### src/rtl/psram_arb_pkg.sv
// Shared types and sizes for the PSRAM user-port arbiter.
package psram_arb_pkg;
  localparam int ADDR_W      = 21;
  localparam int DATA_W      = 32;
  localparam int BURST_WORDS = 4;
  localparam int BURST_W     = DATA_W * BURST_WORDS;

  typedef enum logic [1:0] {
    IDLE = 2'd0,
    WR   = 2'd1,
    RD   = 2'd2
  } arb_state_t;

  typedef logic port_idx_t;

  // Word idx of a 4-word burst; word0 sits in the low bits.
  function automatic logic [DATA_W-1:0] burst_word(input logic [BURST_W-1:0] burst,
                                                   input logic [1:0] idx);
    return burst[idx*DATA_W +: DATA_W];
  endfunction
endpackage

### src/rtl/psram_arb_rr.sv
// Two-way round-robin picker: on a tie the port not granted last wins.
module psram_arb_rr
  import psram_arb_pkg::*;
(
  input  logic [1:0] req,
  input  port_idx_t  last,
  output logic [1:0] grant
);

  // One-hot grant from the request pair and the last winner
  always_comb begin
    grant = 2'b00;
    case (req)
      2'b01:   grant = 2'b01;
      2'b10:   grant = 2'b10;
      2'b11:   grant = last ? 2'b01 : 2'b10;
      default: grant = 2'b00;
    endcase
  end

endmodule

### src/rtl/psram_arbiter.sv
// Two-port arbiter and burst-16 command sequencer for the PSRAM user port;
// grants round-robin, streams write words, returns read beats, times out reads.
module psram_arbiter
  import psram_arb_pkg::*;
#(
  parameter int CMD_GAP    = 14,
  parameter int RD_TIMEOUT = 63
) (
  input  logic               clk,
  input  logic               rst_n,
  input  logic               init_calib,
  input  logic               p0_req,
  input  logic               p0_we,
  input  logic [ADDR_W-1:0]  p0_addr,
  input  logic [BURST_W-1:0] p0_wdata,
  output logic               p0_gnt,
  output logic [DATA_W-1:0]  p0_rdata,
  output logic               p0_rvalid,
  output logic               p0_done,
  output logic               p0_err,
  input  logic               p1_req,
  input  logic               p1_we,
  input  logic [ADDR_W-1:0]  p1_addr,
  input  logic [BURST_W-1:0] p1_wdata,
  output logic               p1_gnt,
  output logic [DATA_W-1:0]  p1_rdata,
  output logic               p1_rvalid,
  output logic               p1_done,
  output logic               p1_err,
  output logic               mem_cmd,
  output logic               mem_cmd_en,
  output logic [ADDR_W-1:0]  mem_addr,
  output logic [DATA_W-1:0]  mem_wr_data,
  output logic [3:0]         mem_data_mask,
  input  logic [DATA_W-1:0]  mem_rd_data,
  input  logic               mem_rd_valid,
  output logic               busy
);

  localparam logic [7:0] GAP_LOAD = 8'(CMD_GAP - 1);
  localparam logic [7:0] TMO_LAST = 8'(RD_TIMEOUT - 1);

  arb_state_t         state_r, state_s;
  logic [7:0]         gap_r, gap_s, tcnt_r, tcnt_s;
  logic [1:0]         wcnt_r, wcnt_s, beat_r, beat_s;
  port_idx_t          last_r, last_s, owner_r, owner_s, win_s;
  logic [BURST_W-1:0] wdata_r, wdata_s, sel_wdata_s;
  logic [1:0]         gnt_r, gnt_s, done_r, done_s, err_r, err_s, rvalid_r, rvalid_s;
  logic [1:0]         req_s, rr_grant_s;
  logic               cmd_r, cmd_s, cmd_en_r, cmd_en_s, sel_we_s;
  logic [ADDR_W-1:0]  addr_r, addr_s, sel_addr_s;
  logic [DATA_W-1:0]  wr_data_r, wr_data_s, rdata0_r, rdata0_s, rdata1_r, rdata1_s;

  assign req_s = {p1_req, p0_req};

  psram_arb_rr u_rr (
    .req   (req_s),
    .last  (last_r),
    .grant (rr_grant_s)
  );

  assign win_s       = rr_grant_s[1];
  assign sel_we_s    = win_s ? p1_we    : p0_we;
  assign sel_addr_s  = win_s ? p1_addr  : p0_addr;
  assign sel_wdata_s = win_s ? p1_wdata : p0_wdata;

  // Next-state and next-output logic for the sequencer
  always_comb begin
    state_s   = state_r;
    tcnt_s    = tcnt_r;
    wcnt_s    = wcnt_r;
    beat_s    = beat_r;
    last_s    = last_r;
    owner_s   = owner_r;
    wdata_s   = wdata_r;
    cmd_s     = cmd_r;
    addr_s    = addr_r;
    wr_data_s = wr_data_r;
    rdata0_s  = rdata0_r;
    rdata1_s  = rdata1_r;
    gnt_s     = 2'b00;
    done_s    = 2'b00;
    err_s     = 2'b00;
    rvalid_s  = 2'b00;
    cmd_en_s  = 1'b0;
    if (gap_r != 8'd0) begin
      gap_s = gap_r - 8'd1;
    end else begin
      gap_s = 8'd0;
    end

    case (state_r)
      IDLE: begin
        if ((gap_r == 8'd0) && init_calib && (rr_grant_s != 2'b00)) begin
          gnt_s    = rr_grant_s;
          cmd_en_s = 1'b1;
          cmd_s    = sel_we_s;
          addr_s   = sel_addr_s;
          owner_s  = win_s;
          last_s   = win_s;
          gap_s    = GAP_LOAD;
          if (sel_we_s) begin
            wdata_s   = sel_wdata_s;
            wr_data_s = burst_word(sel_wdata_s, 2'd0);
            wcnt_s    = 2'd1;
            state_s   = WR;
          end else begin
            tcnt_s  = 8'd0;
            beat_s  = 2'd0;
            state_s = RD;
          end
        end else begin
          state_s = IDLE;
        end
      end
      WR: begin
        wr_data_s = burst_word(wdata_r, wcnt_r);
        if (wcnt_r == 2'd3) begin
          done_s[owner_r] = 1'b1;
          state_s         = IDLE;
        end else begin
          wcnt_s = wcnt_r + 2'd1;
        end
      end
      RD: begin
        tcnt_s = tcnt_r + 8'd1;
        if (mem_rd_valid) begin
          rvalid_s[owner_r] = 1'b1;
          beat_s            = beat_r + 2'd1;
          if (owner_r) begin
            rdata1_s = mem_rd_data;
          end else begin
            rdata0_s = mem_rd_data;
          end
        end else begin
          beat_s = beat_r;
        end
        // A 4th beat arriving on the timeout cycle still completes cleanly
        if (mem_rd_valid && (beat_r == 2'd3)) begin
          done_s[owner_r] = 1'b1;
          state_s         = IDLE;
        end else if (tcnt_r == TMO_LAST) begin
          done_s[owner_r] = 1'b1;
          err_s[owner_r]  = 1'b1;
          state_s         = IDLE;
        end else begin
          state_s = RD;
        end
      end
      default: begin
        state_s = IDLE;
      end
    endcase
  end

  // State and registered-output flops
  always_ff @(posedge clk or negedge rst_n) begin
    if (!rst_n) begin
      state_r   <= IDLE;
      gap_r     <= 8'd0;
      tcnt_r    <= 8'd0;
      wcnt_r    <= 2'd0;
      beat_r    <= 2'd0;
      last_r    <= 1'b1;
      owner_r   <= 1'b0;
      wdata_r   <= '0;
      gnt_r     <= 2'b00;
      done_r    <= 2'b00;
      err_r     <= 2'b00;
      rvalid_r  <= 2'b00;
      cmd_r     <= 1'b0;
      cmd_en_r  <= 1'b0;
      addr_r    <= '0;
      wr_data_r <= '0;
      rdata0_r  <= '0;
      rdata1_r  <= '0;
    end else begin
      state_r   <= state_s;
      gap_r     <= gap_s;
      tcnt_r    <= tcnt_s;
      wcnt_r    <= wcnt_s;
      beat_r    <= beat_s;
      last_r    <= last_s;
      owner_r   <= owner_s;
      wdata_r   <= wdata_s;
      gnt_r     <= gnt_s;
      done_r    <= done_s;
      err_r     <= err_s;
      rvalid_r  <= rvalid_s;
      cmd_r     <= cmd_s;
      cmd_en_r  <= cmd_en_s;
      addr_r    <= addr_s;
      wr_data_r <= wr_data_s;
      rdata0_r  <= rdata0_s;
      rdata1_r  <= rdata1_s;
    end
  end

  assign p0_gnt        = gnt_r[0];
  assign p1_gnt        = gnt_r[1];
  assign p0_done       = done_r[0];
  assign p1_done       = done_r[1];
  assign p0_err        = err_r[0];
  assign p1_err        = err_r[1];
  assign p0_rvalid     = rvalid_r[0];
  assign p1_rvalid     = rvalid_r[1];
  assign p0_rdata      = rdata0_r;
  assign p1_rdata      = rdata1_r;
  assign mem_cmd       = cmd_r;
  assign mem_cmd_en    = cmd_en_r;
  assign mem_addr      = addr_r;
  assign mem_wr_data   = wr_data_r;
  assign mem_data_mask = 4'b0000;
  assign busy          = (state_r != IDLE);

endmodule

### config.mk
export PLATFORM = sky130hd
export DESIGN_NAME = psram_arbiter
export DESIGN_NICKNAME = d
export VERILOG_FILES = /design/src/rtl/psram_arb_pkg.sv /design/src/rtl/psram_arb_rr.sv /design/src/rtl/psram_arbiter.sv
export SDC_FILE = /design/constraint.sdc
export NUM_CORES = 1
export LEC_CHECK = 0
export CAP_MARGIN = 20
export CORE_ASPECT_RATIO = 0.75
export CORE_MARGIN = 5
export CORE_UTILIZATION = 40
export CTS_BUF_LIST = sky130_fd_sc_hd__clkbuf_2
export DETAILED_ROUTE_END_ITERATION = 8
export GPL_TIMING_DRIVEN = 0
export PLACE_DENSITY = 0.73
export SYNTH_ARGS = -nofsm -noshare
export SYNTH_HDL_FRONTEND = slang
export SYNTH_SLANG_ARGS = --single-unit
export TNS_END_PERCENT = 100
### constraint.sdc
create_clock -name clk -period 2.87 [get_ports clk]
set_input_delay 0.574 -clock clk [delete_from_list [all_inputs] [get_ports clk]]
set_output_delay 0.574 -clock clk [all_outputs]
set_load 0.01 [all_outputs]
== Yosys cells after proc, flatten, opt, wreduce, memory -nomap -nowiden ==
Cells that the tools add are included.

* Bits in registers: 279
* Bits in latches: 0
* Memory bits (writable): 0
* Bits in read-only memories: 0
* Output and inout bits: 132
* Logic and storage cells: 101
* Memories kept: 0

* $add $sub $neg: 4
* $mul: 0
* Div/mod/pow operators: 0
* $lt $le $gt $ge: 2
* Equal/unequal tests: 14
* Shift operators: 1
* Muxes and demuxes: 42
* Bitwise operators: 1
* Reduce and logical (&&, ||, !) cells: 19

{| class="wikitable"
|+ Operator list
! cell !! count
|-
| $mux W128 || 1
|-
| $shiftx A128 B8 Y32 || 1
|-
| $mux W32 || 2
|-
| $pmux W32 S2 || 1
|-
| $mux W2 || 21
|-
| $mux W8 || 5
|-
| $mux W21 || 1
|-
| $pmux W8 S2 || 1
|-
| $reduce_and A3 Y1 || 5
|-
| $ne A2 B2 Y1 const B || 6
|-
| $pmux W2 S2 || 3
|-
| $pmux W2 S3 || 2
|-
| $eq A2 B2 Y1 const B || 5
|-
| $add A8 B1 Y8 const B || 1
|-
| $eq A8 B6 Y1 const B || 1
|-
| $logic_not A8 Y1 || 1
|-
| $reduce_and A4 Y1 || 2
|-
| $reduce_bool A2 Y1 || 4
|-
| $reduce_bool A8 Y1 || 1
|-
| $sub A8 B1 Y8 const B || 1
|-
| $add A2 B1 Y2 const B || 2
|-
| $eq A2 B1 Y1 const B || 2
|-
| $logic_and A1 B1 Y1 || 4
|-
| $mux W1 || 4
|-
| 6 further kinds || 6
|}

== Depth between registers and ports, before layout ==
Gate-level depths: netlist of run 1.

* Depth after elaboration: 7
* Mapped depth: 12
* Gate-level depth less buffers: 8

== Cells and area by module ==
From an unflattened synthesis of run 1, not the netlist that was laid out.

* Cell total of the unflattened synthesis: 1166
* Area total of the unflattened synthesis: 13319.0 sq um

{| class="wikitable"
|+ Modules (own cells, without submodules)
! module !! times used !! cells an instance !! area each (sq um) !! seq. area each (sq um)
|-
| psram_arbiter || 1 || 1163 || 13300.3 || 6982.9
|-
| psram_arb_rr || 1 || 3 || 18.8 || 0.0
|}

== Worst setup path before layout of run 1 ==
OpenSTA, ideal clock, no wires.

* Path kind: reg2reg
* Start point: register gap_r[0]
* End point: register wdata_r[15]
* Library setup time: 132 ps
* Arrival time: 2175 ps
* Required time: 2738 ps
* Setup slack: 562 ps
* Stages on the path, launching flop included: 13
* Path buffers: 4
* Clock period less this slack: 2308 ps
* Path through: dfrtp_1 -> inv_1 -> ha_1 -> or3b_1 -> or3_1 -> buf_6 -> clkinv_8 -> nand2b_2 -> buf_2 -> buf_6 -> buf_2 -> nand2_1 -> o21ai_1

* Longest elaborated chain between the ends: 4

{| class="wikitable"
|+ RTL lines
! element !! RTL line !! RTL
|-
| start, declared || psram_arbiter.sv:44 || <nowiki>logic [7:0] gap_r, gap_s, tcnt_r, tcnt_s;</nowiki>
|-
| start signal, assigned || psram_arbiter.sv:179 || <nowiki>gap_r <= gap_s;</nowiki>
|-
| $logic_not A8 Y1 || psram_arbiter.sv:94 || <nowiki>if ((gap_r == 8'd0) && init_calib && (rr_grant_s != 2'b00)) begin</nowiki>
|-
| $logic_and A1 B1 Y1 (2 in series) || psram_arbiter.sv:94 ||
|-
| $reduce_and A3 Y1 (no source line) || n/a ||
|-
| end signal, assigned || psram_arbiter.sv:185 || <nowiki>wdata_r <= wdata_s;</nowiki>
|-
| end, declared || psram_arbiter.sv:47 || <nowiki>logic [BURST_W-1:0] wdata_r, wdata_s, sel_wdata_s;</nowiki>
|}

Every way passes these cells.
A chain may end at the register's enable or synchronous reset.

== Worst setup path after layout of run 1 ==
* Start point: register gap_r[0]
* End point: register wdata_r[79]

Same word-level chain as after synthesis.

==> flow_summary_export.csv, run 1 <==
group,metric,value,unit
pwr,combPwrFrac,39.8,%
grt,grt-ovfl-total,0,
final_layout,utilization,58.88,%
drt,first_pass_iters,5,
min_path,hp-class,"primary input to flip-flop",
synth,async_reset_ff_share,100.0,%
die,core-area,32240,um^2
drt,vias_per_cell,5.189,
place,place_congestion,0.8734,
final_layout,areaGrowthSynthToFinish,46.18,%
drt,wl_per_cell,21.20,um
clock_tree,root_buffer,"clkbuf_2",
pwr,p_int,10250,uW
setup_path,path_class,"flip-flop to flip-flop",
setup_path,worst_setup_path_end_kind,"flip-flop",
setup_path,r2r_cells,12,
synth,synth-edff-count,0,
synth,synthFlopType,"dfrtp_1",
sta,fin_crit,2.737,ns
sta,worstMarginPinSlew,0.9857,ns
sta,period_share,95.35,%
pwr,power.density,824.7,nW/um^2
setup_path,max_stage_delay,0.43,ns
synth,ys_seq_area_share,53.78,%
sta,hold_viol_final,0,
synth,synthTopCellsByArea,"dfrtp_1 54%, mux2i_1 12%, mux2_2 5.6%, mux4_2 5.6%, o21ai_1 5.2%",
place,place_inst,2077,
grt,first_global_vias,12200,
final_layout,fin_cells,2202,
sta,fmax,365.4,MHz
setup_path,slowest_stage,"or3b_1",
synth,synth_top_area_cell,"dfrtp_1",
pwr,leakage,0.008555,uW
clock_tree,cts_buffers,73,
final_layout,layout-drive-gt1-share,14.76,%
synth,syn_area,12980,um^2
sta,fin_worst_skew,0.07202,ns
grt,grt_max_degree,98,
pwr,fin_total_pwr,15650,uW
sta,rsz0062_at_grt,"no",
grt,grt_use_total,25.25,%
pwr,p_sw_share,34.51,%
sta,tns,0,ns
status,status,"finished, final reports clean",
die,fp.dieH,166.0,um
setup_path,crit_path_cell_trace,"inv_1, ha_1, or3b_1, or3_1, buf_6, clkinv_8, nand2b_2, buf_2, buf_6, buf_2, nand2_1, o21ai_1",
drt,ant_nets,0,
die,die_w,218.0,um
drt,first_iter_violations,721,
drt,wl,46680,um
pwr,ir_drop,0.3986,mV
place,port_buffers,465,
clock_tree,clock-sinks,279,
sta,drv_slew,0,
pwr,p_sw,5402,uW
setup_path,regToRegSetupSlack,0.13,ns
sta,hold_ws,0.3143,ns
setup_path,arrival,3.41,ns
setup_path,cp_max_fo,10,
job,maxCapViolCount,0,
sta,setup_violations,0,
pwr,p_clk_share,17.7,%
setup_path,required,3.54,ns
pwr,pwr-share-seq,42.5,%
drt,detail_route.drc_violations,0,
die,die_area,36200,um^2
die,io-pin-count,470,
clock_tree,cts_buffer_depth,3,
sta,relSlewSlack,34.29,%
die,start_util,40.28,%
synth,syn_avg_cell_area,11.16,um^2
die,core.rowCount,57,
setup_path,critical_path.startpoint_type,"flip-flop",
clock_tree,cts_tree,"yes",
grt,antenna_found_initial,6,
clock_tree,h-tree-depth,3,
synth,ys_warn_count,0,
grt,grt_pass1_wl,70750,um
synth,synthDistinctLibCells,49,
place,post-dp-hpwl,35890,um
synth,ys_ff_latch,279,
clock_tree,clk_latency,0.88,ns
synth,synthCells,1164,
final_layout,final_nets,2057,
synth,synth_top_area_share,53.57,%
clock_tree,clk_pin_slew,0.12,ns
min_path,hold_path_depth,3,
drt,vias,11430,
## cell type report
| class | count | area [um^2] |
|---|---|---|
| tap | 442 | 553.0 |
| inverter | 14 | 65.06 |
| timing repair buffer | 469 | 4751 |
| antenna | 5 | 12.51 |
| buffer | 87 | 436.7 |
| fill | 2836 | 13250 |
| sequential | 279 | 6983 |
| clock buffer | 98 | 490.5 |
| clock inverter | 21 | 137.6 |
| multi-input combinational | 787 | 5553 |
## cells in the final DEF, fill, tap and decap left out, types with 4 or more instances in the layout
cell type / netlist / final
clkdlybuf4s50_1: 0 / 463
mux4_2: 32 / 32
buf_2: 23 / 21
clkbuf_2: 0 / 112
ha_1: 8 / 8
nand2_1: 165 / 165
nand3_1: 7 / 7
dfrtp_1: 278 / 278
mux2_2: 65 / 65
mux2i_1: 150 / 150
conb_1: 1 / 4
o21ai_0: 28 / 28
o21ai_1: 135 / 135
a21oi_1: 69 / 69
inv_1: 13 / 13
buf_6: 5 / 5
clkbuf_1: 54 / 39
diode_2: 0 / 5
or3_1: 7 / 7
buf_4: 4 / 4
and2_1: 4 / 4
nor2_1: 74 / 74
clkinv_1: 0 / 14
## per-layer routing
metal	GRT usage [%]	routed length (um)
met5	0	20
met4	8.952	1204
met3	6.871	3870
met2	41.50	22570
met1	32.34	19010
## timing repair
item                                    in CTS  in global routing
endpoints found under the setup margin      81                157
hold endpoints to repair                    88                  0
buffers inserted                             0                  0
gates resized for setup                      9                 17
hold buffers                                 1                  0
## worst max-delay path: cells and delay by family, from the launching register on
family	cells	cell delay [ns]
flops	1	0.42
buf+inv	6	0.90
fa+ha+maj	1	0.21
compound gates	1	0.06
simple gates	4	0.99
## stage by stage
stage               setup slack, ns  cell area (um^2)
finish                       0.1334             18980
detailed placement           -1.107             18290
global route                0.02108             18980
CTS                         0.01002             18940
floorplan                    0.5625             13000
global placement             -10.74             18200
## cells in the mapped netlist, drive strengths merged, types with 2 or more instances
| cell type | instances |
|---|---|
| and3 | 2 |
| nand2 | 165 |
| mux2i | 151 |
| and2 | 4 |
| clkbuf | 54 |
| inv | 13 |
| a21boi | 2 |
| nand3 | 7 |
| a21oi | 69 |
| dfrtp | 278 |
| or4 | 3 |
| nand3b | 2 |
| buf | 33 |
| nor3 | 3 |
| mux2 | 65 |
| a21o | 3 |
| xnor2 | 2 |
| nor4 | 2 |
| nand2b | 3 |
| o211ai | 2 |
| ha | 8 |
| o21ai | 163 |
| or3 | 7 |
| mux4 | 32 |
| o31ai | 2 |
| nor2 | 74 |
## logic make-up after synthesis
| group | synth area share (%) |
|---|---|
| other | 0.02888 |
| AO/OA/AOI/OAI | 9.886 |
| multiplexers | 22.86 |
| XOR/XNOR | 0.2024 |
| flip-flops | 53.78 |
| AND/OR/NAND/NOR | 8.836 |
| adder cells (fa/ha/maj) | 0.7709 |
| buffers and inverters | 3.642 |
## power by group through the flow
| stage | combinational (uW) | clock, uW | sequential, uW |
|---|---|---|---|
| finish | 6220 | 2780 | 6650 |
| global placement | 6110 | 0 | 6630 |
| floorplan | 2790 | 0 | 6840 |
| detailed placement | 6270 | 0 | 6700 |
| CTS | 6280 | 2870 | 6640 |
| global route | 6750 | 3090 | 6860 |
## flip-flops by register name, summed over array words and instances, names as in the netlist
name	cells
mem_cmd_en	1
p0_rdata	32
mem_wr_data	32
wcnt_r	2
state_r	2
err_r	2
tcnt_r	8
rvalid_r	2
gap_r	8
wdata_r	128
mem_addr	21
done_r	2
last_r	1
p1_rdata	32
gnt_r	2
mem_cmd	1
owner_r	1
beat_r	2
## worst paths after layout
path                           endpoint         start
max in group asynchronous   wdata_r[36]         rst_n
min in group asynchronous  p0_rdata[24]         rst_n
hold reg to reg             wdata_r[71]   wdata_r[71]
hold / removal              wdata_r[34]  p0_wdata[34]
setup reg to reg            wdata_r[79]      gap_r[0]
setup / recovery            wdata_r[79]      gap_r[0]
(Power assumes the default switching activity.)
==> run 2, diff against run 1 <==
--- a/config.mk
+++ b/config.mk
@@ -12,7 +12,7 @@
 export CTS_BUF_LIST = sky130_fd_sc_hd__clkbuf_2
 export DETAILED_ROUTE_END_ITERATION = 8
 export GPL_TIMING_DRIVEN = 0
-export PLACE_DENSITY = 0.73
+export PLACE_DENSITY = 0.79
 export SYNTH_ARGS = -nofsm -noshare
 export SYNTH_HDL_FRONTEND = slang
 export SYNTH_SLANG_ARGS = --single-unit
==> run 2 against run 1 <==
First-iteration DRC count increased by 12%. Design area down 0.25%. Critical path depth unchanged. Worst hold slack got worse by 0.10 ns. Die area unchanged. Global-route usage decreased by 0.14 points. Worst setup slack better by 0.043 ns. Sequential share of layout area increased by 0.092 points. Count of clock-buffer cells in the layout rose by 3.
==> flow_summary_export.csv, run 2 (synthesized netlist as in run 1, its figures left out) <==
group,metric,value,unit
final_layout,final_nets,2056,
drt,first_iter_violations,810,
die,start_util,40.28,%
pwr,power.density,821.8,nW/um^2
die,die_w,218.0,um
setup_path,required,3.51,ns
pwr,ir_drop,0.4513,mV
die,core.rowCount,57,
drt,wl_per_cell,21.11,um
place,post-dp-hpwl,35510,um
clock_tree,cts_buffers,72,
setup_path,r2r_cells,12,
drt,detail_route.drc_violations,0,
sta,worstMarginPinSlew,0.9083,ns
drt,vias,11490,
clock_tree,cts_buffer_depth,3,
setup_path,path_delay_family,"simple AND/OR/NAND/NOR gates",
setup_path,r2r-end,"wdata_r[73]",
setup_path,cp_max_fo,10,
setup_path,slowest_stage,"or3b_1",
clock_tree,root_buffer,"clkbuf_2",
drt,ant_nets,0,
grt,first_global_vias,12210,
place,place_congestion,0.8904,
job,maxCapViolCount,0,
die,io-pin-count,470,
setup_path,regToRegSetupSlack,0.18,ns
place,place_inst,2077,
pwr,p_int,10170,uW
grt,antenna_found_initial,4,
pwr,fin_total_pwr,15560,uW
final_layout,areaGrowthSynthToFinish,45.82,%
setup_path,path_class,"flip-flop to flip-flop",
final_layout,top_register,"wdata_r",
die,fp.dieH,166.0,um
clock_tree,h-tree-depth,3,
sta,setup_violations,0,
sta,drv_slew,0,
status,status,"finished, final reports clean",
setup_path,path_common_cell,"buf_6",
setup_path,worst_setup_path_end_kind,"flip-flop",
pwr,p_clk_share,17.1,%
grt,grt_max_degree,125,
final_layout,final_cell_mix,"463 x clkdlybuf4s50_1, 278 x dfrtp_1, 165 x nand2_1, 150 x mux2i_1, 135 x o21ai_1",
grt,grt_use_total,25.11,%
final_layout,mostFrequentLayoutCell,"clkdlybuf4s50_1",
setup_path,reg2reg_from,"gap_r[0]",
setup_path,critical_path.startpoint,"gap_r[0]",
sta,fmax,371.2,MHz
sta,fin_worst_skew,0.09025,ns
pwr,p_sw_share,34.64,%
pwr,leakage,0.008542,uW
setup_path,arrival,3.33,ns
setup_path,critical_path.startpoint_type,"flip-flop",
sta,hold_viol_final,0,
sta,period_share,93.86,%
pwr,p_sw,5390,uW
clock_tree,clk_latency,0.86,ns
grt,grt-ovfl-total,0,
pwr,pwr-share-seq,42.9,%
drt,wl,46460,um
min_path,hp-class,"primary input to asynchronous set/reset pin",
setup_path,cp-endpoint,"wdata_r[73]",
drt,vias_per_cell,5.219,
setup_path,crit_buf_inv,6,
final_layout,fin_cells,2201,
pwr,combPwrFrac,40.1,%
sta,relSlewSlack,39.45,%
final_layout,largest_reg_flops,128,
place,port_buffers,465,
clock_tree,clk_pin_slew,0.10,ns
sta,tns,0,ns
die,core-area,32240,um^2
setup_path,max_stage_delay,0.42,ns
sta,fin_crit,2.694,ns
grt,grt_pass1_wl,70420,um
setup_path,cp.depth,12,
final_layout,layout-drive-gt1-share,14.69,%
clock_tree,cts_tree,"yes",
clock_tree,clock-sinks,279,
clock_tree,postCtsSetupBuffers,0,
setup_path,crit_path_cell_trace,"inv_1, ha_1, or3b_1, or3_1, buf_6, clkinv_8, nand2b_2, clkbuf_4, buf_6, buf_2, nand2_1, o21ai_1",
die,die_area,36200,um^2
drt,first_pass_iters,7,
sta,hold_ws,0.2138,ns
## run 2: cell count changes in the layout (fill, tap and decap cells not counted)
cell / change
diode_2: -2
clkdlybuf4s15_1: -1
buf_8: +1
clkbuf_1: +2
clkinv_1: +1
clkinvlp_4: -1
bufinv_16: -1
inv_2: -1
buf_16: -1
clkbuf_2: +2
## run 2: worst min-delay path by stage
stage | startpoint | endpoint | slack [ns] | depth (start not counted)
after floorplan | rst_n | beat_r[0] | 0.28 | 0
after global placement | mem_addr[8] | mem_addr[8] | 0.46 | 2
after detailed placement | rst_n | wdata_r[67] | 0.47 | 1
after CTS | rst_n | wdata_r[37] | 0.12 | 2
after global routing | rst_n | wdata_r[37] | 0.18 | 2
final | rst_n | wdata_r[37] | 0.21 | 2
## run 2: power groups by stage
| stage | Sequential [uW] | Combinational (uW) | Clock [uW] |
|---|---|---|---|
| 2_1_floorplan | 6840 | 2790 | 0 |
| 3_3_place_gp | 6630 | 6080 | 0 |
| 3_5_place_dp | 6720 | 6260 | 0 |
| 4_1_cts | 6650 | 6290 | 2770 |
| 5_1_grt | 6870 | 6760 | 2950 |
| 6_report | 6670 | 6230 | 2660 |
## run 2: metal layers
layer  GRT usage (%)  vias up  part of all wire, %
met5               0        -                0.024
met4           9.088        2                  3.0
met3           6.597       88                  8.4
met2           40.96      560                   48
met1           32.53     5637                   41
li1                -     5200                    -
## run 2: final cells by class
class	count	area, um^2
Fill cell	2768	13300
Sequential cell	279	6983
Multi-Input combinational cell	787	5553
Timing Repair Buffer	469	4738
Tap cell	442	553.0
Clock buffer	101	505.5
Buffer	87	429.2
Clock inverter	19	100.1
Inverter	14	65.06
Antenna cell	3	7.507
## run 2: what timing repair did
action,in CTS,in global routing
hold buffers,1,0
setup endpoints to repair,99,54
hold endpoints to repair,92,0
resized for setup,10,11
## run 2: metrics by stage
stage | cell area (um^2) | worst slack [ns] | util, %
4_1_cts | 18900 | 0.01621 | 58.64
6_report | 18930 | 0.1762 | 58.74
2_1_floorplan | 13000 | 0.5625 | -
3_3_place_gp | 18200 | -10.56 | 56.47
5_1_grt | 18930 | -0.002250 | 58.74
3_5_place_dp | 18280 | -1.226 | 56.70
